$ cat config.mk
export PLATFORM = sky130hd
export DESIGN_NAME = exe_stage
export DESIGN_NICKNAME = d
export VERILOG_FILES = /design/src/rtl/cpu_defs.sv /design/src/rtl/exe_stage_alu.sv /design/src/rtl/exe_stage_div_unit.sv /design/src/rtl/exe_stage.sv
export SDC_FILE = /design/constraint.sdc
export NUM_CORES = 1
export LEC_CHECK = 0
export BUFFER_PORTS_ARGS = -buffer_cell sky130_fd_sc_hd__buf_2
export CORE_ASPECT_RATIO = 1.75
export CORE_UTILIZATION = 35
export CTS_CLUSTER_DIAMETER = 100
export DETAILED_ROUTE_END_ITERATION = 12
export PLACE_DENSITY = 0.61
export RECOVER_POWER = 100
export SLEW_MARGIN = 20
export SYNTH_ARGS = -nofsm -noshare
export SYNTH_HDL_FRONTEND = slang
export SYNTH_HIERARCHICAL = 1
export SYNTH_SLANG_ARGS = --single-unit
$ cat constraint.sdc
create_clock -name clk -period 8.9 [get_ports clk]
set_input_delay 1.335 -clock clk [delete_from_list [all_inputs] [get_ports clk]]
set_output_delay 1.335 -clock clk [all_outputs]
set_load 0.01 [all_outputs]
$ cat src/rtl/cpu_defs.sv
// Shared definitions for the execute stage: datapath width, alu one-hot
// control layout, divider state encoding and divider constants.
package cpu_defs;

    // Datapath width used by the core (the only supported value).
    localparam int CPU_XLEN = 32;

    // alu one-hot control word and the meaning of each bit.
    localparam int ALU_OP_W = 14;
    localparam int ALU_ADD  = 0;
    localparam int ALU_SUB  = 1;
    localparam int ALU_SLT  = 2;
    localparam int ALU_SLTU = 3;
    localparam int ALU_AND  = 4;
    localparam int ALU_NOR  = 5;
    localparam int ALU_OR   = 6;
    localparam int ALU_XOR  = 7;
    localparam int ALU_SLL  = 8;
    localparam int ALU_SRL  = 9;
    localparam int ALU_SRA  = 10;
    localparam int ALU_LUI  = 11;   // passes src2 through (immediate pre-shifted by ID)
    localparam int ALU_ANDN = 12;
    localparam int ALU_ORN  = 13;

    // Iterative divider states.
    typedef enum logic [1:0] {
        DIV_IDLE = 2'd0,
        DIV_RUN  = 2'd1,
        DIV_DONE = 2'd2
    } div_state_e;

    // Quotient returned for a division by zero (signed and unsigned).
    localparam logic [31:0] DIV_ZERO_Q = 32'hFFFF_FFFF;

endpackage

$ cat src/rtl/exe_stage_alu.sv
// Combinational alu driven by a one-hot control word.
// Ports: i_op (one-hot op select), i_a/i_b (operands), o_y (result).
// With no op bit set the result is zero.
module alu
    import cpu_defs::*;
#(
    parameter int W = 32
) (
    input  logic [ALU_OP_W-1:0] i_op,
    input  logic [W-1:0]        i_a,
    input  logic [W-1:0]        i_b,
    output logic [W-1:0]        o_y
);

    localparam int SHW = $clog2(W);

    logic [W-1:0]   w_add;
    logic [W-1:0]   w_sub;
    logic           w_slt;
    logic           w_sltu;
    logic [SHW-1:0] w_sa;

    assign w_add  = i_a + i_b;
    assign w_sub  = i_a - i_b;
    assign w_slt  = $signed(i_a) < $signed(i_b);
    assign w_sltu = i_a < i_b;
    assign w_sa   = i_b[SHW-1:0];

    // One-hot control: each term is masked by its own select bit and OR-ed.
    assign o_y = ({W{i_op[ALU_ADD]}}  & w_add)
               | ({W{i_op[ALU_SUB]}}  & w_sub)
               | ({W{i_op[ALU_SLT]}}  & {{(W-1){1'b0}}, w_slt})
               | ({W{i_op[ALU_SLTU]}} & {{(W-1){1'b0}}, w_sltu})
               | ({W{i_op[ALU_AND]}}  & (i_a & i_b))
               | ({W{i_op[ALU_NOR]}}  & ~(i_a | i_b))
               | ({W{i_op[ALU_OR]}}   & (i_a | i_b))
               | ({W{i_op[ALU_XOR]}}  & (i_a ^ i_b))
               | ({W{i_op[ALU_SLL]}}  & (i_a << w_sa))
               | ({W{i_op[ALU_SRL]}}  & (i_a >> w_sa))
               | ({W{i_op[ALU_SRA]}}  & W'($signed(i_a) >>> w_sa))
               | ({W{i_op[ALU_LUI]}}  & i_b)
               | ({W{i_op[ALU_ANDN]}} & (i_a & ~i_b))
               | ({W{i_op[ALU_ORN]}}  & (i_a | ~i_b));

endmodule

$ cat src/rtl/exe_stage_div_unit.sv
// Iterative restoring divider, one quotient bit per cycle.
// Ports: clk/rst_n; i_start loads operands (IDLE or DONE), i_signed selects
// signed semantics, i_abort returns to IDLE, i_ack releases a DONE result;
// o_done flags a held result in o_quotient/o_remainder.
// Timing: load at edge N, ITER iterations on edges N+1..N+ITER, sign
// fix-up on edge N+ITER+1 which also enters DONE.
module div_unit
    import cpu_defs::*;
#(
    parameter int W    = 32,
    parameter int ITER = 32
) (
    input  logic         clk,
    input  logic         rst_n,
    input  logic         i_start,
    input  logic         i_signed,
    input  logic         i_abort,
    input  logic         i_ack,
    input  logic [W-1:0] i_dividend,
    input  logic [W-1:0] i_divisor,
    output logic         o_done,
    output logic [W-1:0] o_quotient,
    output logic [W-1:0] o_remainder
);

    localparam logic [5:0] LAST = 6'(ITER);

    div_state_e   r_state;
    div_state_e   w_next;
    logic [5:0]   r_cnt;
    logic [W-1:0] r_quo;      // dividend bits shifting out, quotient bits shifting in
    logic [W-1:0] r_rem;
    logic [W-1:0] r_dvs;
    logic         r_neg_q;
    logic         r_neg_r;
    logic         r_dvz;

    logic         w_a_neg;
    logic         w_b_neg;
    logic [W-1:0] w_a_mag;
    logic [W-1:0] w_b_mag;
    logic         w_load;
    logic [W:0]   w_shift;
    logic         w_ge;
    logic [W-1:0] w_sub;

    assign w_a_neg = i_signed & i_dividend[W-1];
    assign w_b_neg = i_signed & i_divisor[W-1];
    assign w_a_mag = w_a_neg ? -i_dividend : i_dividend;
    assign w_b_mag = w_b_neg ? -i_divisor  : i_divisor;
    assign w_load  = i_start & ~i_abort & ((r_state == DIV_IDLE) | (r_state == DIV_DONE));

    // Trial subtraction; when it succeeds the partial remainder is below the
    // divisor, so the truncated W-bit difference is exact.
    assign w_shift = {r_rem, r_quo[W-1]};
    assign w_ge    = w_shift >= {1'b0, r_dvs};
    assign w_sub   = w_shift[W-1:0] - r_dvs;

    assign o_done      = (r_state == DIV_DONE);
    assign o_quotient  = r_quo;
    assign o_remainder = r_rem;

    // State register.
    always_ff @(posedge clk or negedge rst_n) begin
        if (!rst_n) begin
            r_state <= DIV_IDLE;
        end else begin
            r_state <= w_next;
        end
    end

    // Next-state logic; abort wins over everything.
    always_comb begin
        w_next = r_state;
        if (i_abort) begin
            w_next = DIV_IDLE;
        end else begin
            case (r_state)
                DIV_IDLE: w_next = i_start ? DIV_RUN : DIV_IDLE;
                DIV_RUN:  w_next = (r_cnt == LAST) ? DIV_DONE : DIV_RUN;
                DIV_DONE: begin
                    if (i_start) begin
                        w_next = DIV_RUN;
                    end else if (i_ack) begin
                        w_next = DIV_IDLE;
                    end else begin
                        w_next = DIV_DONE;
                    end
                end
                default:  w_next = DIV_IDLE;
            endcase
        end
    end

    // Datapath: operand load, shift-subtract iterations, final sign fix-up.
    always_ff @(posedge clk or negedge rst_n) begin
        if (!rst_n) begin
            r_cnt   <= 6'd0;
            r_quo   <= '0;
            r_rem   <= '0;
            r_dvs   <= '0;
            r_neg_q <= 1'b0;
            r_neg_r <= 1'b0;
            r_dvz   <= 1'b0;
        end else if (w_load) begin
            r_cnt   <= 6'd0;
            r_quo   <= w_a_mag;
            r_rem   <= '0;
            r_dvs   <= w_b_mag;
            r_neg_q <= w_a_neg ^ w_b_neg;
            r_neg_r <= w_a_neg;
            r_dvz   <= (i_divisor == '0);
        end else if ((r_state == DIV_RUN) && !i_abort) begin
            if (r_cnt != LAST) begin
                r_cnt <= r_cnt + 6'd1;
                r_quo <= {r_quo[W-2:0], w_ge};
                r_rem <= w_ge ? w_sub : w_shift[W-1:0];
            end else begin
                // Divide by zero leaves |dividend| in the remainder, so the
                // dividend-sign fix-up restores the original dividend.
                r_quo <= r_dvz ? W'(DIV_ZERO_Q) : (r_neg_q ? -r_quo : r_quo);
                r_rem <= r_neg_r ? -r_rem : r_rem;
            end
        end else begin
            r_cnt <= r_cnt;
        end
    end

endmodule

$ cat src/rtl/exe_stage.sv
// Execute pipeline stage between ID and MEM.
// Ports: clk/rst_n/flush; ID side id_valid/id_ready and id_* fields;
// MEM side ex_valid/mem_ready and ex_pc/ex_result/ex_rd/ex_rf_we;
// forwarding view fwd_we/fwd_rd/fwd_data/fwd_busy back to ID.
// Non-divide ops complete the cycle after capture; divides occupy the
// stage for DIV_ITER+1 cycles in div_unit.
module exe_stage
    import cpu_defs::*;
#(
    parameter int XLEN     = 32,
    parameter int DIV_ITER = 32
) (
    input  logic                clk,
    input  logic                rst_n,
    input  logic                flush,
    input  logic                id_valid,
    output logic                id_ready,
    input  logic [XLEN-1:0]     id_pc,
    input  logic [ALU_OP_W-1:0] id_alu_op,
    input  logic [XLEN-1:0]     id_src1,
    input  logic [XLEN-1:0]     id_src2,
    input  logic                id_div_en,
    input  logic                id_div_signed,
    input  logic                id_div_mod,
    input  logic [4:0]          id_rd,
    input  logic                id_rf_we,
    output logic                ex_valid,
    input  logic                mem_ready,
    output logic [XLEN-1:0]     ex_pc,
    output logic [XLEN-1:0]     ex_result,
    output logic [4:0]          ex_rd,
    output logic                ex_rf_we,
    output logic                fwd_we,
    output logic [4:0]          fwd_rd,
    output logic [XLEN-1:0]     fwd_data,
    output logic                fwd_busy
);

    logic                r_valid;
    logic [XLEN-1:0]     r_pc;
    logic [ALU_OP_W-1:0] r_alu_op;
    logic [XLEN-1:0]     r_src1;
    logic [XLEN-1:0]     r_src2;
    logic                r_div;
    logic                r_div_mod;
    logic [4:0]          r_rd;
    logic                r_rf_we;

    logic                w_capture;
    logic                w_res_ready;
    logic                w_div_done;
    logic [XLEN-1:0]     w_alu_y;
    logic [XLEN-1:0]     w_quo;
    logic [XLEN-1:0]     w_rem;

    assign w_res_ready = ~r_div | w_div_done;
    assign id_ready    = ~r_valid | (w_res_ready & mem_ready);
    assign ex_valid    = r_valid & w_res_ready;
    assign w_capture   = id_valid & id_ready & ~flush;

    assign ex_pc     = r_pc;
    assign ex_rd     = r_rd;
    assign ex_rf_we  = r_valid & r_rf_we;
    assign ex_result = r_div ? (r_div_mod ? w_rem : w_quo) : w_alu_y;
    assign fwd_we    = r_valid & r_rf_we & (r_rd != 5'd0);
    assign fwd_rd    = r_rd;
    assign fwd_data  = ex_result;
    assign fwd_busy  = fwd_we & ~w_res_ready;

    // Stage valid: flush kills, capture fills, accepted/empty stage drains.
    always_ff @(posedge clk or negedge rst_n) begin
        if (!rst_n) begin
            r_valid <= 1'b0;
        end else if (flush) begin
            r_valid <= 1'b0;
        end else if (w_capture) begin
            r_valid <= 1'b1;
        end else if (ex_valid & mem_ready) begin
            r_valid <= 1'b0;
        end else begin
            r_valid <= r_valid;
        end
    end

    // Pipe register for the instruction fields.
    always_ff @(posedge clk or negedge rst_n) begin
        if (!rst_n) begin
            r_pc      <= '0;
            r_alu_op  <= '0;
            r_src1    <= '0;
            r_src2    <= '0;
            r_div     <= 1'b0;
            r_div_mod <= 1'b0;
            r_rd      <= 5'd0;
            r_rf_we   <= 1'b0;
        end else if (w_capture) begin
            r_pc      <= id_pc;
            r_alu_op  <= id_alu_op;
            r_src1    <= id_src1;
            r_src2    <= id_src2;
            r_div     <= id_div_en;
            r_div_mod <= id_div_mod;
            r_rd      <= id_rd;
            r_rf_we   <= id_rf_we;
        end else begin
            r_pc      <= r_pc;
        end
    end

    alu #(
        .W (XLEN)
    ) u_alu (
        .i_op (r_alu_op),
        .i_a  (r_src1),
        .i_b  (r_src2),
        .o_y  (w_alu_y)
    );

    // The divider loads straight from the ID operands on the capture edge.
    div_unit #(
        .W    (XLEN),
        .ITER (DIV_ITER)
    ) u_div (
        .clk         (clk),
        .rst_n       (rst_n),
        .i_start     (w_capture & id_div_en),
        .i_signed    (id_div_signed),
        .i_abort     (flush),
        .i_ack       (ex_valid & mem_ready),
        .i_dividend  (id_src1),
        .i_divisor   (id_src2),
        .o_done      (w_div_done),
        .o_quotient  (w_quo),
        .o_remainder (w_rem)
    );

endmodule

; Word-level counts from Yosys, hierarchy flattened
; Cells that the tools add are included.
[totals]
output_inout_bits = 111
inputBits = 124
register_bits = 226
[classes]
n_bitwise = 55
n_lt_le_gt_ge = 3
n_eq_ne = 4
reduce_logical = 13
addsub = 8
mux = 26
n_shift = 3
[ops]
columns = op, n
row1 = bitwise OR 32 bit, 15
row2 = AND 32 bit, 14
row3 = 2-to-1 mux 32 bit, 14
row4 = negation 32 bit, 4
row5 = AND 32 x 1 -> 32 bit, 2
row6 = < comparator 32 bit, 2
row7 = inverter 32 bit, 2
row8 = subtractor 32 bit, 2
row9 = >= comparator 33 x 32 -> 1 bit, 1
row10 = adder 32 bit, 1
row11 = zero test 32 bit, 1
row12 = left shift 32 x 5 -> 32 bit, 1
row13 = right shift 32 x 5 -> 32 bit, 1
row14 = >>> shifter 32 x 5 -> 32 bit, 1
row15 = XOR 32 bit, 1
row16 = 2-to-1 mux 6 bit, 3
row17 = AND 1 bit, 13
row18 = 2-to-1 mux 2 bit, 4
row19 = "adder 6 x 1 -> 6 bit, second input constant", 1
row20 = "== test 6 bit, second input constant", 1
row21 = "inequality test 6 bit, second input constant", 1
row22 = case mux 2 bit (3 select lines), 1
row23 = AND reduction 2 bit, 3
row24 = nonzero test 3 bit, 2
row25 = other kinds (12), 21

; Depth between registers and ports, before layout
[logic_depth]
depth_word = 16
ltp_mapped = 17
ltp_nobuf = 14

; Modules after synthesis
; The synthesis kept the hierarchy.
[modules_own_cells]
columns = mod, cells_each, n_inst, area_per_inst_um2
row1 = alu, 1436, 1, 9923.3
row2 = div_unit, 1247, 1, 9560.4
row3 = exe_stage, 409, 1, 5965.7

; Worst setup path after synthesis
; OpenSTA, ideal clock, no wires.
[synth_timing]
path_kind = flip-flop to output port
startpoint = register r_src2[1]
endpoint = output port fwd_data[28]
n_path_buf = 5
stages_incl_launch_ff = 18
required_ns = 7.565
arrival_time_ns = 4.106
setup_slack_ns = 3.459
cell_sequence = dfrtp_1 buf_2 inv_1 buf_2 clkbuf_1 buf_1 fa_1 nand3b_1 nand2_1 a2111oi_0 nor2_1 a211oi_2 nor3_1 a2111oi_0 a2bb2oi_1 nor2_1 a21oi_1 buf_4
[synth_via]
elab_chain_cells = 16
[synth_rtl]
columns = item, line_no
row1 = from (decl), exe_stage.sv:43  ; logic [XLEN-1:0] r_src2;
row2 = from (signal assigned), exe_stage.sv:100  ; r_src2 <= id_src2;
row3 = adder 32 bit / subtractor 32 bit (equally long branches), "exe_stage_alu.sv:23, exe_stage_alu.sv:24"
row4 = AND 32 bit (on tied branches), "exe_stage_alu.sv:30, exe_stage_alu.sv:31"
row5 = bitwise OR 32 bit, exe_stage_alu.sv:31  ; | ({W{i_op[ALU_SUB]}} & w_sub)
row6 = bitwise OR 32 bit, exe_stage_alu.sv:32  ; | ({W{i_op[ALU_SLT]}} & {{(W-1){1'b0}}, w_slt})
row7 = bitwise OR 32 bit, exe_stage_alu.sv:33  ; | ({W{i_op[ALU_SLTU]}} & {{(W-1){1'b0}}, w_sltu})
row8 = bitwise OR 32 bit, exe_stage_alu.sv:34  ; | ({W{i_op[ALU_AND]}} & (i_a & i_b))
row9 = bitwise OR 32 bit, exe_stage_alu.sv:35  ; | ({W{i_op[ALU_NOR]}} & ~(i_a | i_b))
row10 = bitwise OR 32 bit, exe_stage_alu.sv:36  ; | ({W{i_op[ALU_OR]}} & (i_a | i_b))
row11 = bitwise OR 32 bit, exe_stage_alu.sv:37  ; | ({W{i_op[ALU_XOR]}} & (i_a ^ i_b))
row12 = bitwise OR 32 bit, exe_stage_alu.sv:38  ; | ({W{i_op[ALU_SLL]}} & (i_a << w_sa))
row13 = bitwise OR 32 bit, exe_stage_alu.sv:39  ; | ({W{i_op[ALU_SRL]}} & (i_a >> w_sa))
row14 = bitwise OR 32 bit *, exe_stage_alu.sv:40  ; | ({W{i_op[ALU_SRA]}} & W'($signed(i_a) >>> w_sa))
row15 = bitwise OR 32 bit *, exe_stage_alu.sv:41  ; | ({W{i_op[ALU_LUI]}} & i_b)
row16 = bitwise OR 32 bit *, exe_stage_alu.sv:42  ; | ({W{i_op[ALU_ANDN]}} & (i_a & ~i_b))
row17 = bitwise OR 32 bit *, exe_stage_alu.sv:43  ; | ({W{i_op[ALU_ORN]}} & (i_a | ~i_b));
row18 = via w_alu_y[28], exe_stage.sv:52  ; logic [XLEN-1:0] w_alu_y;
row19 = 2-to-1 mux 32 bit *, exe_stage.sv:64  ; assign ex_result = r_div ? (r_div_mod ? w_rem : w_quo) : w_alu_y;
row20 = to (decl), exe_stage.sv:35  ; output logic [XLEN-1:0] fwd_data,
; The timed path passes the listed nets; every way through them passes the cells marked *.

; Worst setup path in the final report
[layout_timing]
startpoint = register r_src2[0]
endpoint = output port fwd_data[30]
; Same word-level chain as after synthesis.

==> metrics.md <==
| Metric | Value |
|---|---|
| Placer Congestion | 1.080 |
| Flop-to-flop setup slack | 2.42 ns |
| WL per Instance | 30.59 um |
| Root Buffer | clkbuf_16 |
| Hold_ws | 0.4824 ns |
| Clock Path Buffers | 3 |
| First-pass GRT wire length | 178.5 mm |
| Netlist Area Pre-Place | 25450 um^2 |
| Post_cts resized | 0 |
| Gr ovfl total | 0 |
| Die ar. | 73840 um^2 |
| DR pass1 iterations | 6 |
| Overall Power | 9.119 mW |
| Clk_lat worst skew | 0.62 ns |
| Multi-input logic area | 17370 um^2 |
| Worst VDD drop | 0.0001571 V |
| Hold EP | u_div/r_dvs[9]$_DFFE_PN0P_ |
| Clock sink count | 226 |
| CP arrival | 6.02 ns |
| CP delay by family, top | buffers and inverters |
| Synthesized area per cell | 8.231 um^2 |
| Required @ worst endpoint | 7.57 ns |
| Initial antenna violation count | 6 |
| # nets final | 3455 |
| Worst Tran Pin Value | 5.568 ns |
| Final setup fails | 0 |
| CP startpoint kind | register |
| CP max stage cell | clkbuf_2 |
| Critical path's most frequent cell | nor2_1 |
| Hold path start | u_div/r_dvs[9]$_DFFE_PN0P_ |
| Chip height | 358.7 um |
| Count of different cell masters after synthesis | 103 |
| Outcome | finished with violations |
| Cell leakage power | 11.35 nW |
| Worst Skew | 0.01938 ns |
| Seq/Total Area, Yosys | 0.2222 |
| Asr flop ratio synth | 1.000 |
| Gr usage total | 0.3343 |
| Pre-CTS setup slack | 2.762 ns |
| FF/Latch Area | 5664 um^2 |
| Warning count from the yosys run | 6 |
| Setup TNS Final | 0 ns |
| Final instance area | 27340 um^2 |
| Final ANT Viol Nets | 0 |
| Cells after Synth | 3092 |
| Power Density | 333.6 nW/um^2 |
| Failing checks | max-capacitance violations, max-slew violations |
| DRC | 0 |
| Final Slew Violations | 503 |
| Final period util | 0.8260 |
| Largest stage delay on the critical path | 1.23 ns |
| Drt total wl | 125.8 mm |
| FF-to-FF End | u_div/o_remainder[29]$_DFFE_PN0P_ |
| Hold Path Class | register to register |
| TritonCTS Buffers | 27 |
| Post-synth EDFFs | 0 |
| Slew headroom | -2.712 |
| Clk slew on worst S/H paths | 0.07 ns |
| Max-cap violations | 7 |
| Synth-to-Final Area Change | 7.419% |
| CTS tree | yes |
| Via density | 6.377 |
| Iter 0 DRT Violations | 2492 |
| Routed via count | 26240 |
| Critical-path cell list | clkbuf_2 > mux4_1 > mux2_2 > mux2i_1 > nor2_1 > nor4b_1 > and4b_1 > a32o_1 > a21o_1 > nor2_1 > a21oi_1 > clkbuf_1 |
| Post-Place Cells | 4055 |
| Crit path max fanout | 57 |
| # H-tree levels | 1 |
| Synthesis-stage register bit count | 226 |
| Setup ws final | 1.548 ns |
| Worst Path Buf+Inv | 2 |
| Fmax | 136.0 MHz |
| RR Startpoint | u_div/r_state[1]$_DFF_PN0_ |
| Reg2Reg Depth | 10 |
| Post-synth top flop | dfrtp_1 |
| Syn Nets | 3386 |
| Post-route minimum period | 7.352 ns |
| RSZ-0062 raised after global routing | no |
| WS Path Type | register to primary output |
| Initial core utilization | 0.3540 |
| Fillers | 7643 |
| Final HPWL DP | 94.90 mm |
| Top-level port count | 235 |
| Hold Path Depth | 2 |
| Vias in the first global route | 25240 |
| Utilization after layout | 0.3802 |
| Die width | 205.8 um |
| Non-filler cells, final | 4114 |
| Std cell rows | 130 |
| Share of post-route cells with drive strength above 1 | 0.1094 |
| Hold_buf cts | 0 |
| DP Area | 26860 um^2 |
| Post-CTS setup buffers | 0 |
| Core area | 71890 um^2 |
| Largest net degree at the start of global routing | 130 |
| Port Buf Inserts | 234 |
| Fin. Hold Viols | 0 |
| Crit. End Element | primary output |
## metal layers
| metal | vias up | wire length, um | global-route usage | part of all wire |
|---|---|---|---|---|
| met5 | - | 15 | 0.0006614 | 0.00012 |
| met4 | 2 | 13880 | 0.2915 | 0.11 |
| met3 | 474 | 8088 | 0.05248 | 0.064 |
| met2 | 1400 | 60890 | 0.5798 | 0.48 |
| met1 | 12810 | 42980 | 0.3490 | 0.34 |
| li1 | 11550 | - | - | - |
## flip-flops by register name, summed over array words and instances (netlist names), 2 cells and up
name and flops:
r_src2 32, u_div/o_quotient 32, r_alu_op 14, ex_rd 5
u_div/r_cnt 6, r_src1 32, ex_pc 32, u_div/r_state 2
u_div/o_remainder 32, u_div/r_dvs 32
## logic make-up (layout without fill, tap and decap cells)
group	Yosys count	in the layout	synth area share
AOI/OAI and AO/OA	972	972	0.2511
and+or+nand+nor	883	883	0.1640
buffers and inverters	425	515	0.08014
muxes	315	315	0.1633
DFF	226	226	0.2222
adders and majority gates	170	170	0.08446
xor gates and xnor gates	101	101	0.03476
other	0	8	0
## worst register-to-register path, stage by stage (launching register included)
cell       delay, ns
dfrtp_1         0.39
nor2b_1         0.17
nor2b_1         0.23
a2111oi_0       0.18
and2_0          0.23
nand2_1         0.49
clkbuf_1        2.46
nand2_1         1.58
a21boi_0        0.45
a311oi_1        0.09
o21ai_0         0.12
## cells in the final DEF (no fill, tap or decap), types with 115 or more instances in the layout
cell type	instances
nand2_1	283
a21oi_1	260
nor2_1	257
dfrtp_1	221
o21ai_0	220
inv_1	169
ha_1	167
buf_2	131
mux2i_1	125
mux2_1	120
clkbuf_1	115
## cells in the mapped netlist, drive strengths merged, types with 20 or more instances
library cell | number | share of area
o211ai | 42 | 0.012
xor2 | 38 | 0.013
a22oi | 24 | 0.0071
nor2b | 20 | 0.0052
mux2i | 125 | 0.049
dfrtp | 226 | 0.22
o22ai | 32 | 0.0079
nand4 | 24 | 0.0059
o31ai | 35 | 0.011
a21o | 24 | 0.0071
mux4 | 34 | 0.030
inv | 170 | 0.025
nor4 | 36 | 0.0096
a221oi | 29 | 0.010
nor2 | 257 | 0.038
a31oi | 51 | 0.013
or3 | 25 | 0.0064
buf | 99 | 0.030
nor3 | 57 | 0.011
nand3 | 80 | 0.016
o21ai | 221 | 0.043
clkbuf | 153 | 0.025
ha | 167 | 0.082
a211oi | 25 | 0.0078
o221ai | 41 | 0.014
nand2 | 284 | 0.042
mux2 | 156 | 0.084
a21oi | 260 | 0.051
xnor2 | 63 | 0.022
## cell type report
type,instances,share of cell area
inverter,173,0.02375
clock inverter,14,0.01016
timing repair buffer,292,0.05350
sequential,226,0.2072
clock buffer,36,0.02705
antenna,8,0.0007323
tap,924,0.04229
multi-input combinational,2441,0.6353
## worst max path at each step
| stage | end | cells past startpoint | start |
|---|---|---|---|
| after global placement | ex_result[28] | 14 | r_src2[0]$_DFFE_PN0P_ |
| after global routing | r_src2[3]$_DFFE_PN0P_ | 1 | rst_n |
| final | fwd_data[30] | 12 | r_src2[0]$_DFFE_PN0P_ |
| after detailed placement | ex_result[28] | 14 | r_src2[0]$_DFFE_PN0P_ |
| after floorplan | fwd_data[28] | 17 | r_src2[1]$_DFFE_PN0P_ |
| after CTS | ex_result[28] | 14 | r_src2[0]$_DFFE_PN0P_ |
## report_power, final
group | internal (mW) | switching, mW
Combinational | 1.98 | 3.90
Clock | 0.793 | 0.532
Sequential | 1.30 | 0.620
Total | 4.07 | 5.05
No activity file was read; power rests on OpenSTA's default activity.
